$ cat config.mk
export PLATFORM = sky130hd
export DESIGN_NAME = lc3_mem_unit
export DESIGN_NICKNAME = d
export VERILOG_FILES = /design/src/rtl/lc3_mem_unit.sv
export SDC_FILE = /design/constraint.sdc
export NUM_CORES = 1
export LEC_CHECK = 0
export CORE_MARGIN = 4
export CORE_UTILIZATION = 25
export DETAILED_ROUTE_END_ITERATION = 10
export HOLD_SLACK_MARGIN = 0.08
export MAX_ROUTING_LAYER = met4
export PLACE_DENSITY_LB_ADDON = 0.25
export SLEW_MARGIN = 0
export SYNTH_ARGS = -nofsm -noshare
export SYNTH_HDL_FRONTEND = slang
export SYNTH_SLANG_ARGS = --single-unit
$ cat constraint.sdc
create_clock -name clk -period 2.88 [get_ports clk]
set_input_delay 0.288 -clock clk [delete_from_list [all_inputs] [get_ports clk]]
set_output_delay 0.288 -clock clk [all_outputs]
set_load 0.05 [all_outputs]
$ cat src/rtl/lc3_mem_unit.sv
// lc3_mem_unit
// Memory-access unit for an LC-3 style datapath. It accepts one request
// (LD, ST, LDI, STI), forms the effective address base + signed offset,
// performs the pointer read for indirect ops, then the data read or write
// through a simple strobe/ack memory port, and finally emits a one-cycle
// response with the NZP flags of the memory data register.
//
// Ports:
//   clk, reset              clock (rising edge), synchronous active-high reset
//   req_valid / req_ready   request handshake; ready only while idle
//   req_op                  00 LD, 01 ST, 10 LDI, 11 STI
//   req_base, req_off       base address and signed offset
//   req_wdata               store data
//   rsp_valid               one-cycle completion pulse
//   rsp_data, rsp_n/z/p     MDR and its NZP flags
//   rsp_err                 access aborted by the wait-limit
//   mar, mdr                address / data registers (mdr is write data)
//   mem_re, mem_we          read / write strobes
//   mem_rdata, mem_ack      memory read data and completion
//   busy                    high in every state except idle
//
// Build option: define LC3_MEM_TIMEOUT_EN to abort an access after TIMEOUT
// strobe cycles without mem_ack. Without it the unit waits indefinitely.

module lc3_mem_unit #(
  parameter int WIDTH   = 16,
  parameter int OFF_W   = 9,
  parameter int TIMEOUT = 16
) (
  input  logic             clk,
  input  logic             reset,
  input  logic             req_valid,
  output logic             req_ready,
  input  logic [1:0]       req_op,
  input  logic [WIDTH-1:0] req_base,
  input  logic [OFF_W-1:0] req_off,
  input  logic [WIDTH-1:0] req_wdata,
  output logic             rsp_valid,
  output logic [WIDTH-1:0] rsp_data,
  output logic             rsp_n,
  output logic             rsp_z,
  output logic             rsp_p,
  output logic             rsp_err,
  output logic [WIDTH-1:0] mar,
  output logic [WIDTH-1:0] mdr,
  output logic             mem_re,
  output logic             mem_we,
  input  logic [WIDTH-1:0] mem_rdata,
  input  logic             mem_ack,
  output logic             busy
);

  typedef enum logic [2:0] {
    S_IDLE = 3'd0,
    S_PTR  = 3'd1,
    S_RD   = 3'd2,
    S_WR   = 3'd3,
    S_RESP = 3'd4
  } state_t;

  state_t           state_q, state_d;
  logic [WIDTH-1:0] mar_q, mar_d;
  logic [WIDTH-1:0] mdr_q, mdr_d;
  logic             store_q, store_d;   // op was ST/STI: PTR continues to WR
  logic [WIDTH-1:0] off_ext;
  logic             strobe;
  logic             timeout;

  // Size cast of a signed value sign-extends, and also covers OFF_W == WIDTH.
  assign off_ext = WIDTH'($signed(req_off));
  assign strobe  = (state_q == S_PTR) || (state_q == S_RD) || (state_q == S_WR);

`ifdef LC3_MEM_TIMEOUT_EN
  logic [7:0] wait_q, wait_d;
  logic       err_q, err_d;

  assign timeout = (wait_q == 8'(TIMEOUT - 1));

  // Counts strobe cycles without ack; any state change restarts it, so it
  // is cleared on entry to each of PTR, RD and WR.
  always_comb begin
    wait_d = 8'd0;
    if (strobe && (state_d == state_q)) begin
      wait_d = wait_q + 8'd1;
    end
  end

  // Set only on the edge that aborts into RESP; RESP itself computes 0,
  // so the flag drops when RESP is left.
  assign err_d   = strobe && !mem_ack && timeout;
  assign rsp_err = err_q;

  always_ff @(posedge clk) begin
    if (reset) begin
      wait_q <= 8'd0;
      err_q  <= 1'b0;
    end else begin
      wait_q <= wait_d;
      err_q  <= err_d;
    end
  end
`else
  logic unused_cfg;

  assign timeout    = 1'b0;
  assign rsp_err    = 1'b0;
  assign unused_cfg = (TIMEOUT > 0);
`endif

  always_comb begin
    state_d = state_q;
    mar_d   = mar_q;
    mdr_d   = mdr_q;
    store_d = store_q;
    case (state_q)
      S_IDLE: begin
        if (req_valid) begin
          mar_d   = req_base + off_ext;
          store_d = req_op[0];
          if (req_op[0]) begin
            mdr_d = req_wdata;
          end
          if (req_op[1]) begin
            state_d = S_PTR;
          end else if (req_op[0]) begin
            state_d = S_WR;
          end else begin
            state_d = S_RD;
          end
        end
      end
      S_PTR: begin
        if (mem_ack) begin
          mar_d   = mem_rdata;
          state_d = store_q ? S_WR : S_RD;
        end else if (timeout) begin
          state_d = S_RESP;
        end
      end
      S_RD: begin
        if (mem_ack) begin
          mdr_d   = mem_rdata;
          state_d = S_RESP;
        end else if (timeout) begin
          state_d = S_RESP;
        end
      end
      S_WR: begin
        if (mem_ack || timeout) begin
          state_d = S_RESP;
        end
      end
      S_RESP:  state_d = S_IDLE;
      default: state_d = S_IDLE;
    endcase
  end

  always_ff @(posedge clk) begin
    if (reset) begin
      state_q <= S_IDLE;
      mar_q   <= '0;
      mdr_q   <= '0;
      store_q <= 1'b0;
    end else begin
      state_q <= state_d;
      mar_q   <= mar_d;
      mdr_q   <= mdr_d;
      store_q <= store_d;
    end
  end

  assign req_ready = (state_q == S_IDLE);
  assign busy      = (state_q != S_IDLE);
  assign mem_re    = (state_q == S_PTR) || (state_q == S_RD);
  assign mem_we    = (state_q == S_WR);
  assign rsp_valid = (state_q == S_RESP);
  assign mar       = mar_q;
  assign mdr       = mdr_q;
  assign rsp_data  = mdr_q;
  assign rsp_n     = mdr_q[WIDTH-1];
  assign rsp_z     = (mdr_q == '0);
  assign rsp_p     = !mdr_q[WIDTH-1] && (mdr_q != '0);

endmodule
==> results of run 1 <==
cell families after synthesis:
group / synth area share
xor+xnor: 0.03484
compound gates: 0.2369
fa+ha+maj: 0.08263
flops: 0.2867
other cells: 0.001492
mux: 0.06769
simple gates: 0.1862
buf+inv: 0.1035
per-stage QoR:
stage / hold WS [ns] / utilization / cell area [um^2]
CTS: 0.4547 / 0.3916 / 3827
global route: 0.4811 / 0.3916 / 3827
global placement: 0.4426 / 0.3786 / 3701
floorplan: 0.4357 / - / 2514
detailed placement: 0.4523 / 0.3786 / 3701
layer usage:
layer,GRT usage
met4,0.03517
met1,0.1746
met2,0.2167
met3,0.03045
met5,-
==> impl_metrics.json, run 1 <==
{
  "synthCells": 308,
  "yosys_warnings": 0,
  "cts.sinks": 36,
  "post-place-ws_ns": 0.06875,
  "failed_stage": "5_2_route",
  "overflow": 0,
  "synth_async_sr_flop_share": 0,
  "ys_top_cells_by_count": "dfxtp_1 (36), nor2_1 (30), nand2_1 (25)",
  "ys_types": 49,
  "synthFlopType": "dfxtp_1",
  "post_cts_buffers": 0,
  "dieWidth_um": 108.3,
  "initial_core_util": 0.2572,
  "place.gp.congestion": 0.8057,
  "avgSynthCellArea_um2": 8.161,
  "ys_ff_latch": 36,
  "globalRouteTotalUtil": 0.1360,
  "cts_made_buffers": 5,
  "first_global_vias": 2330,
  "postCtsHoldBufs": 0,
  "grt_max_degree": 33,
  "grt_pass1_wl_mm": 12.27,
  "io_pins": 120,
  "dieHeight_um": 108.3,
  "io_buffers": 118,
  "grt_antenna_before_repair": 0,
  "synth-seq-area-share": 0.2867,
  "yosysMostFrequentCell": "dfxtp_1",
  "synth-edff-count": 0,
  "post_synth_instance_area_um2": 2514,
  "error_line": "[ERROR DRT-0255] Maze Route cannot find path of net clk in worker of routeBox ( 96600 0 ) ( 108270 48300 ).",
  "cts_resized": 0,
  "cts.path.max_buffers": 2,
  "synth_area_leaders": "dfxtp_1 (29%), ha_1 (7.5%), mux2i_1 (6.8%), a211oi_1 (5.4%), buf_4 (5.4%)",
  "place_inst": 532,
  "synth_top_area_cell": "dfxtp_1",
  "place_hpwl_mm": 6.477,
  "syn_nets": 387,
  "clockRootBuffer": "clkbuf_8",
  "rows": 36,
  "h-tree-depth": 2,
  "outcome": "aborted with a tool error",
  "synth_top_area_frac": 0.2867
}
==> inputs of run 2 (changes only) <==
Settings changed: CORE_UTILIZATION 25 to 20, HOLD_SLACK_MARGIN 0.08 to unset, MAX_ROUTING_LAYER met4 to unset, PLACE_DENSITY_LB_ADDON 0.25 to 0.15.
==> run 2 against run 1 <==
Compared with the run above:
- the flow now finishes without violations
- synthesized cell count is the same
- global-route usage shrank 2.0 points
- area after synthesis unchanged
==> impl_metrics.json, run 2 <==
{
  "crit_arrival_ns": 2.68,
  "worst_slew_pin_slew_ns": 0.5772,
  "dieArea_um2": 14430,
  "setup_tns_ns": 0,
  "peakVddDrop_mv": 0.1904,
  "io_pins": 120,
  "first_pass_iters": 4,
  "p_sw_frac": 0.4087,
  "synth_async_sr_flop_share": 0,
  "outcome": "finished, final reports clean",
  "io_buffers": 118,
  "final_max_slew_viol_count": 0,
  "overflow": 0,
  "p_switching_mw": 0.9317,
  "wl_met1_mm": 3.950,
  "path_cells": "clkdlybuf4s50_1, ha_1, fa_1, a21oi_1, o211ai_1, nand4_1, nand3b_1, a2111oi_0, o22ai_1",
  "cp-start-kind": "primary input",
  "synth-edff-count": 0,
  "p_comb_frac": 0.480,
  "relSlewSlack": 0.6140,
  "cts.path.max_buffers": 2,
  "grt_antenna_before_repair": 0,
  "synth_area_leaders": "dfxtp_1 (29%), ha_1 (7.5%), mux2i_1 (6.8%), a211oi_1 (5.4%), buf_4 (5.4%)",
  "cp_max_fo": 3,
  "vias": 2538,
  "internal_power_mw": 1.348,
  "ys_types": 49,
  "crit_slowest_cell": "a2111oi_0",
  "place_inst": 567,
  "clockRootBuffer": "clkbuf_16",
  "period_share": 0.8823,
  "yosysMostFrequentCell": "dfxtp_1",
  "dieHeight_um": 120.1,
  "drive_above_1_share": 0.04926,
  "top_layer_used": "met4",
  "setup_violations": 0,
  "area_delta_synth_final_pct": 55.05,
  "core_region_area_um2": 12160,
  "cts_tree": "done",
  "rsz0062_at_grt": "false",
  "cts_resized": 0,
  "layout_common_cells": "clkdlybuf4s50_1 (118), dfxtp_1 (36), nor2_1 (30)",
  "cts.sinks": 36,
  "instances_no_fill": 574,
  "period_minus_slack_ns": 2.541,
  "required_ns": 3.01,
  "first_global_vias": 2605,
  "avgSynthCellArea_um2": 8.161,
  "hold_class": "reg -> reg",
  "ys_ff_latch": 36,
  "synth_top_area_frac": 0.2867,
  "synth_top_area_cell": "dfxtp_1",
  "p_clk_frac": 0.245,
  "powerDensity_nw_per_um2": 585.0,
  "post_synth_instance_area_um2": 2514,
  "place.gp.congestion": 0.7796,
  "place_hpwl_mm": 6.958,
  "max_stage_delay_ns": 0.47,
  "dieWidth_um": 120.1,
  "postCtsHoldBufs": 0,
  "fmax_mhz": 393.5,
  "power_frac_seq": 0.275,
  "grt_max_degree": 33,
  "clk_latency_ns": 0.27,
  "cts_made_buffers": 5,
  "initial_core_util": 0.2067,
  "globalRouteTotalUtil": 0.1157,
  "critPathBufInv": 1,
  "ant_nets": 0,
  "drc": 0,
  "post_cts_buffers": 0,
  "route.met3.wl_um": 352,
  "fillers": 1309,
  "fin_nets": 485,
  "cap_violations": 0,
  "synthCells": 308,
  "drt_iter0_drc": 105,
  "rows": 40,
  "wl_mm": 8.470,
  "synth-seq-area-share": 0.2867,
  "route.met2.wl_mm": 4.078,
  "ys_top_cells_by_count": "dfxtp_1 (36), nor2_1 (30), nand2_1 (25)",
  "h-tree-depth": 2,
  "antenna_cells": 0,
  "final_cell_area_um2": 3897,
  "final_common_cell": "clkdlybuf4s50_1",
  "clock_skew_ns": 0.004922,
  "hold_viol": 0,
  "yosys_warnings": 0,
  "end_kind": "flip-flop",
  "routed_via_density": 4.422,
  "dpl_cell_area_um2": 3745,
  "grt_pass1_wl_mm": 13.57,
  "path_class": "in -> reg",
  "synthFlopType": "dfxtp_1",
  "worst_path_dominant_cell_family": "compound AO/OA/AOI/OAI gates",
  "path_clk_slew_ns": 0.06,
  "post_drt_wl_per_cell_um": 14.76,
  "leakagePower_nw": 1.435,
  "syn_nets": 387
}
[run 2: worst register-to-register path, stage by stage, from the launching register on]
cell,delay [ns]
dfxtp_1,0.59
nand2_1,0.19
a211o_1,0.46
nor2_1,0.23
nand2_1,0.13
or3_1,0.39
o22ai_1,0.14
[run 2: layout make-up]
class / instances / area [um^2] / area share
flip-flops and latches: 36 / 720.7 / 0.1849
well taps: 168 / 210.2 / 0.05393
repair buffers: 126 / 1241 / 0.3185
clock buffers: 7 / 152.6 / 0.03917
multi-input cells: 231 / 1550 / 0.3978
inverters: 6 / 22.52 / 0.005778
[run 2: logic make-up (layout without fill, tap and decap cells)]
| kind of cell | count (synthesis) | count (layout) | share of synthesized area |
|---|---|---|---|
| simple gates | 95 | 95 | 0.1862 |
| compound gates | 92 | 92 | 0.2369 |
| buf+inv | 41 | 139 | 0.1035 |
| flops | 36 | 36 | 0.2867 |
| mux | 17 | 17 | 0.06769 |
| fa+ha+maj | 16 | 16 | 0.08263 |
| xor+xnor | 10 | 10 | 0.03484 |
| other cells | 1 | 1 | 0.001492 |
[run 2: through the flow]
step                  util  setup slack (ns)  power [mW]  hold slack (ns)
floorplan                -            0.7084       1.383           0.4357
global placement    0.3079            0.1855       1.741           0.4432
detailed placement  0.3079           0.08210       1.745           0.4510
CTS                 0.3205            0.3508       2.317           0.4636
global route        0.3205            0.2049       2.415           0.4816
finish              0.3205            0.3389       2.280           0.4553
[run 2: worst paths after layout]
path                                   from  endpoint  slack, ns  cells after the start
worst max-delay path            req_base[0]   mar[14]       0.34                      9
worst min-delay path                mar[13]   mar[13]       0.46                      2
worst max register to register   state_q[0]   mar[14]       0.67                      6
worst min register to register      mar[13]   mar[13]       0.46                      2
[run 2: metal layers]
metal | GRT usage | vias to the layer above
met3 | 0.01838 | 4
met5 | 0 | -
met1 | 0.1472 | 1155
met4 | 0.03221 | 0
li1 | - | 1305
met2 | 0.2016 | 74
[run 2: power groups by stage]
stage | sequential [mW] | combinational, mW | clock [mW]
floorplan | 0.831 | 0.552 | 0
global placement | 0.640 | 1.10 | 0
detailed placement | 0.640 | 1.11 | 0
CTS | 0.630 | 1.11 | 0.580
global route | 0.640 | 1.17 | 0.600
finish | 0.627 | 1.10 | 0.558
No activity file was read; power rests on OpenSTA's default activity.
==> inputs of run 3 (changes only) <==
Settings changed: CORE_UTILIZATION 20 to 40, CTS_BUF_LIST set to sky130_fd_sc_hd__clkbuf_4 sky130_fd_sc_hd__clkbuf_8, PLACE_DENSITY set to 0.89, PLACE_DENSITY_LB_ADDON 0.15 to unset.
==> run 3 against run 2 <==
Compared with the run above:
- die area decreased by 47%
- cell area decreased by 3.7%
- routed wire length decreased by 15%
- first-iteration DRC count increased by 38%
- clock skew about the same
- core utilization increased by 30 points
- clock power decreased by 15%
- worst setup slack improved by 0.059 ns
- critical path depth unchanged
- sequential share of layout area increased by 0.70 points
- power decreased by 4.1%
- largest cell class unchanged
==> impl_metrics.json, run 3 (synthesized netlist as in run 2, its figures left out) <==
{
  "peakVddDrop_mv": 0.3571,
  "p_switching_mw": 0.8979,
  "cts_tree": "done",
  "antenna_cells": 0,
  "vias": 2582,
  "area_delta_synth_final_pct": 49.38,
  "final_cell_area_um2": 3755,
  "clock_skew_ns": 0.004470,
  "dieWidth_um": 87.27,
  "final_common_cell": "clkdlybuf4s50_1",
  "top_layer_used": "met4",
  "first_global_vias": 2501,
  "cts.sinks": 36,
  "place_hpwl_mm": 5.934,
  "grt_max_degree": 33,
  "hold_class": "reg -> reg",
  "cap_violations": 0,
  "setup_tns_ns": 0,
  "power_frac_seq": 0.284,
  "layout_common_cells": "clkdlybuf4s50_1 (118), dfxtp_1 (36), nor2_1 (30)",
  "fmax_mhz": 402.9,
  "rsz0062_at_grt": "false",
  "multi_input_area_um2": 1550,
  "required_ns": 3.03,
  "path_clk_slew_ns": 0.07,
  "postCtsHoldBufs": 0,
  "dieArea_um2": 7616,
  "rows": 28,
  "wl_met1_mm": 2.964,
  "drt_iter0_drc": 145,
  "end_kind": "flip-flop",
  "fillers": 534,
  "cp_max_fo": 4,
  "hold_viol": 0,
  "internal_power_mw": 1.289,
  "ant_nets": 0,
  "route.met2.wl_mm": 3.675,
  "setup_violations": 0,
  "dieHeight_um": 87.27,
  "first_pass_iters": 4,
  "period_share": 0.8618,
  "cts_resized": 0,
  "drive_above_1_share": 0.05160,
  "p_comb_frac": 0.498,
  "place.gp.congestion": 0.8448,
  "worst_slew_pin_slew_ns": 0.5473,
  "worst-r2r-setup-slack_ns": 0.73,
  "fin_nets": 485,
  "post_cts_buffers": 0,
  "outcome": "finished, final reports clean",
  "grt_pass1_wl_mm": 11.38,
  "routed_via_density": 5.357,
  "globalRouteTotalUtil": 0.1849,
  "post_drt_wl_per_cell_um": 15.00,
  "relSlewSlack": 0.6340,
  "core_region_area_um2": 6026,
  "path_class": "in -> reg",
  "h-tree-depth": 2,
  "cp-start-kind": "primary input",
  "drc": 0,
  "route.met3.wl_um": 452,
  "clk_latency_ns": 0.28,
  "p_sw_frac": 0.4105,
  "powerDensity_nw_per_um2": 582.5,
  "io_buffers": 118,
  "clockRootBuffer": "clkbuf_8",
  "leakagePower_nw": 1.423,
  "grt_antenna_before_repair": 0,
  "p_clk_frac": 0.218,
  "period_minus_slack_ns": 2.482,
  "overflow": 0,
  "initial_core_util": 0.4172,
  "wl_mm": 7.232,
  "cts.path.max_buffers": 2,
  "register_area_um2": 720.7,
  "dpl_cell_area_um2": 3628,
  "final_max_slew_viol_count": 0,
  "crit_arrival_ns": 2.63,
  "io_pins": 120,
  "cts_made_buffers": 5
}
## run 3: changes by cell type in the layout (fill, tap and decap cells not counted), sizes merged
cell and change:
bufinv +1
## run 3: final timing paths
check | start | to | cells after the start
max | req_off[0] | mar[14] | 9
min | mar[13] | mar[13] | 2
max reg2reg | state_q[0] | mar[14] | 6
min reg2reg | mar[13] | mar[13] | 2
## run 3: area by class of cell
cell class	instances	share of cell area
tap	75	0.02499
multi-input combinational	231	0.4129
sequential	36	0.1919
clock inverter	1	0.007997
inverter	6	0.005998
clock buffer	7	0.02566
timing repair buffer	126	0.3306
## run 3: power by group through the flow
stage | registers, mW | clock network, mW | logic [mW]
2_1_floorplan | 0.831 | 0 | 0.552
3_3_place_gp | 0.631 | 0 | 1.07
3_5_place_dp | 0.635 | 0 | 1.09
4_1_cts | 0.623 | 0.487 | 1.09
5_1_grt | 0.633 | 0.512 | 1.16
6_report | 0.622 | 0.476 | 1.09
## run 3: per-layer routing
| layer | vias to the layer above | track usage |
|---|---|---|
| met4 | 0 | 0.07113 |
| met3 | 10 | 0.02933 |
| met5 | - | 0 |
| li1 | 1310 | - |
| met1 | 1172 | 0.2236 |
| met2 | 90 | 0.3253 |
## run 3: per-stage QoR
| stage | total power, mW | setup WS [ns] | utilization | hold WS, ns | cells |
|---|---|---|---|---|---|
| 6_report | 2.187 | 0.3981 | 0.6231 | 0.4572 | 482 |
| 5_1_grt | 2.305 | 0.2435 | 0.6231 | 0.5178 | 482 |
| 4_1_cts | 2.202 | 0.4199 | 0.6231 | 0.4596 | 482 |
| 3_5_place_dp | 1.724 | 0.1523 | 0.6022 | 0.4442 | 474 |
| 3_3_place_gp | 1.704 | 0.2055 | 0.6022 | 0.4398 | 474 |
| 2_1_floorplan | 1.383 | 0.7084 | - | 0.4357 | 308 |
## run 3: critical path, stage by stage
cell,delay (ns)
clkdlybuf4s50_1,0.44
ha_1,0.23
fa_1,0.40
a21oi_1,0.25
o211ai_1,0.18
nand4_1,0.17
nand3b_1,0.12
a2111oi_0,0.41
o22ai_1,0.15
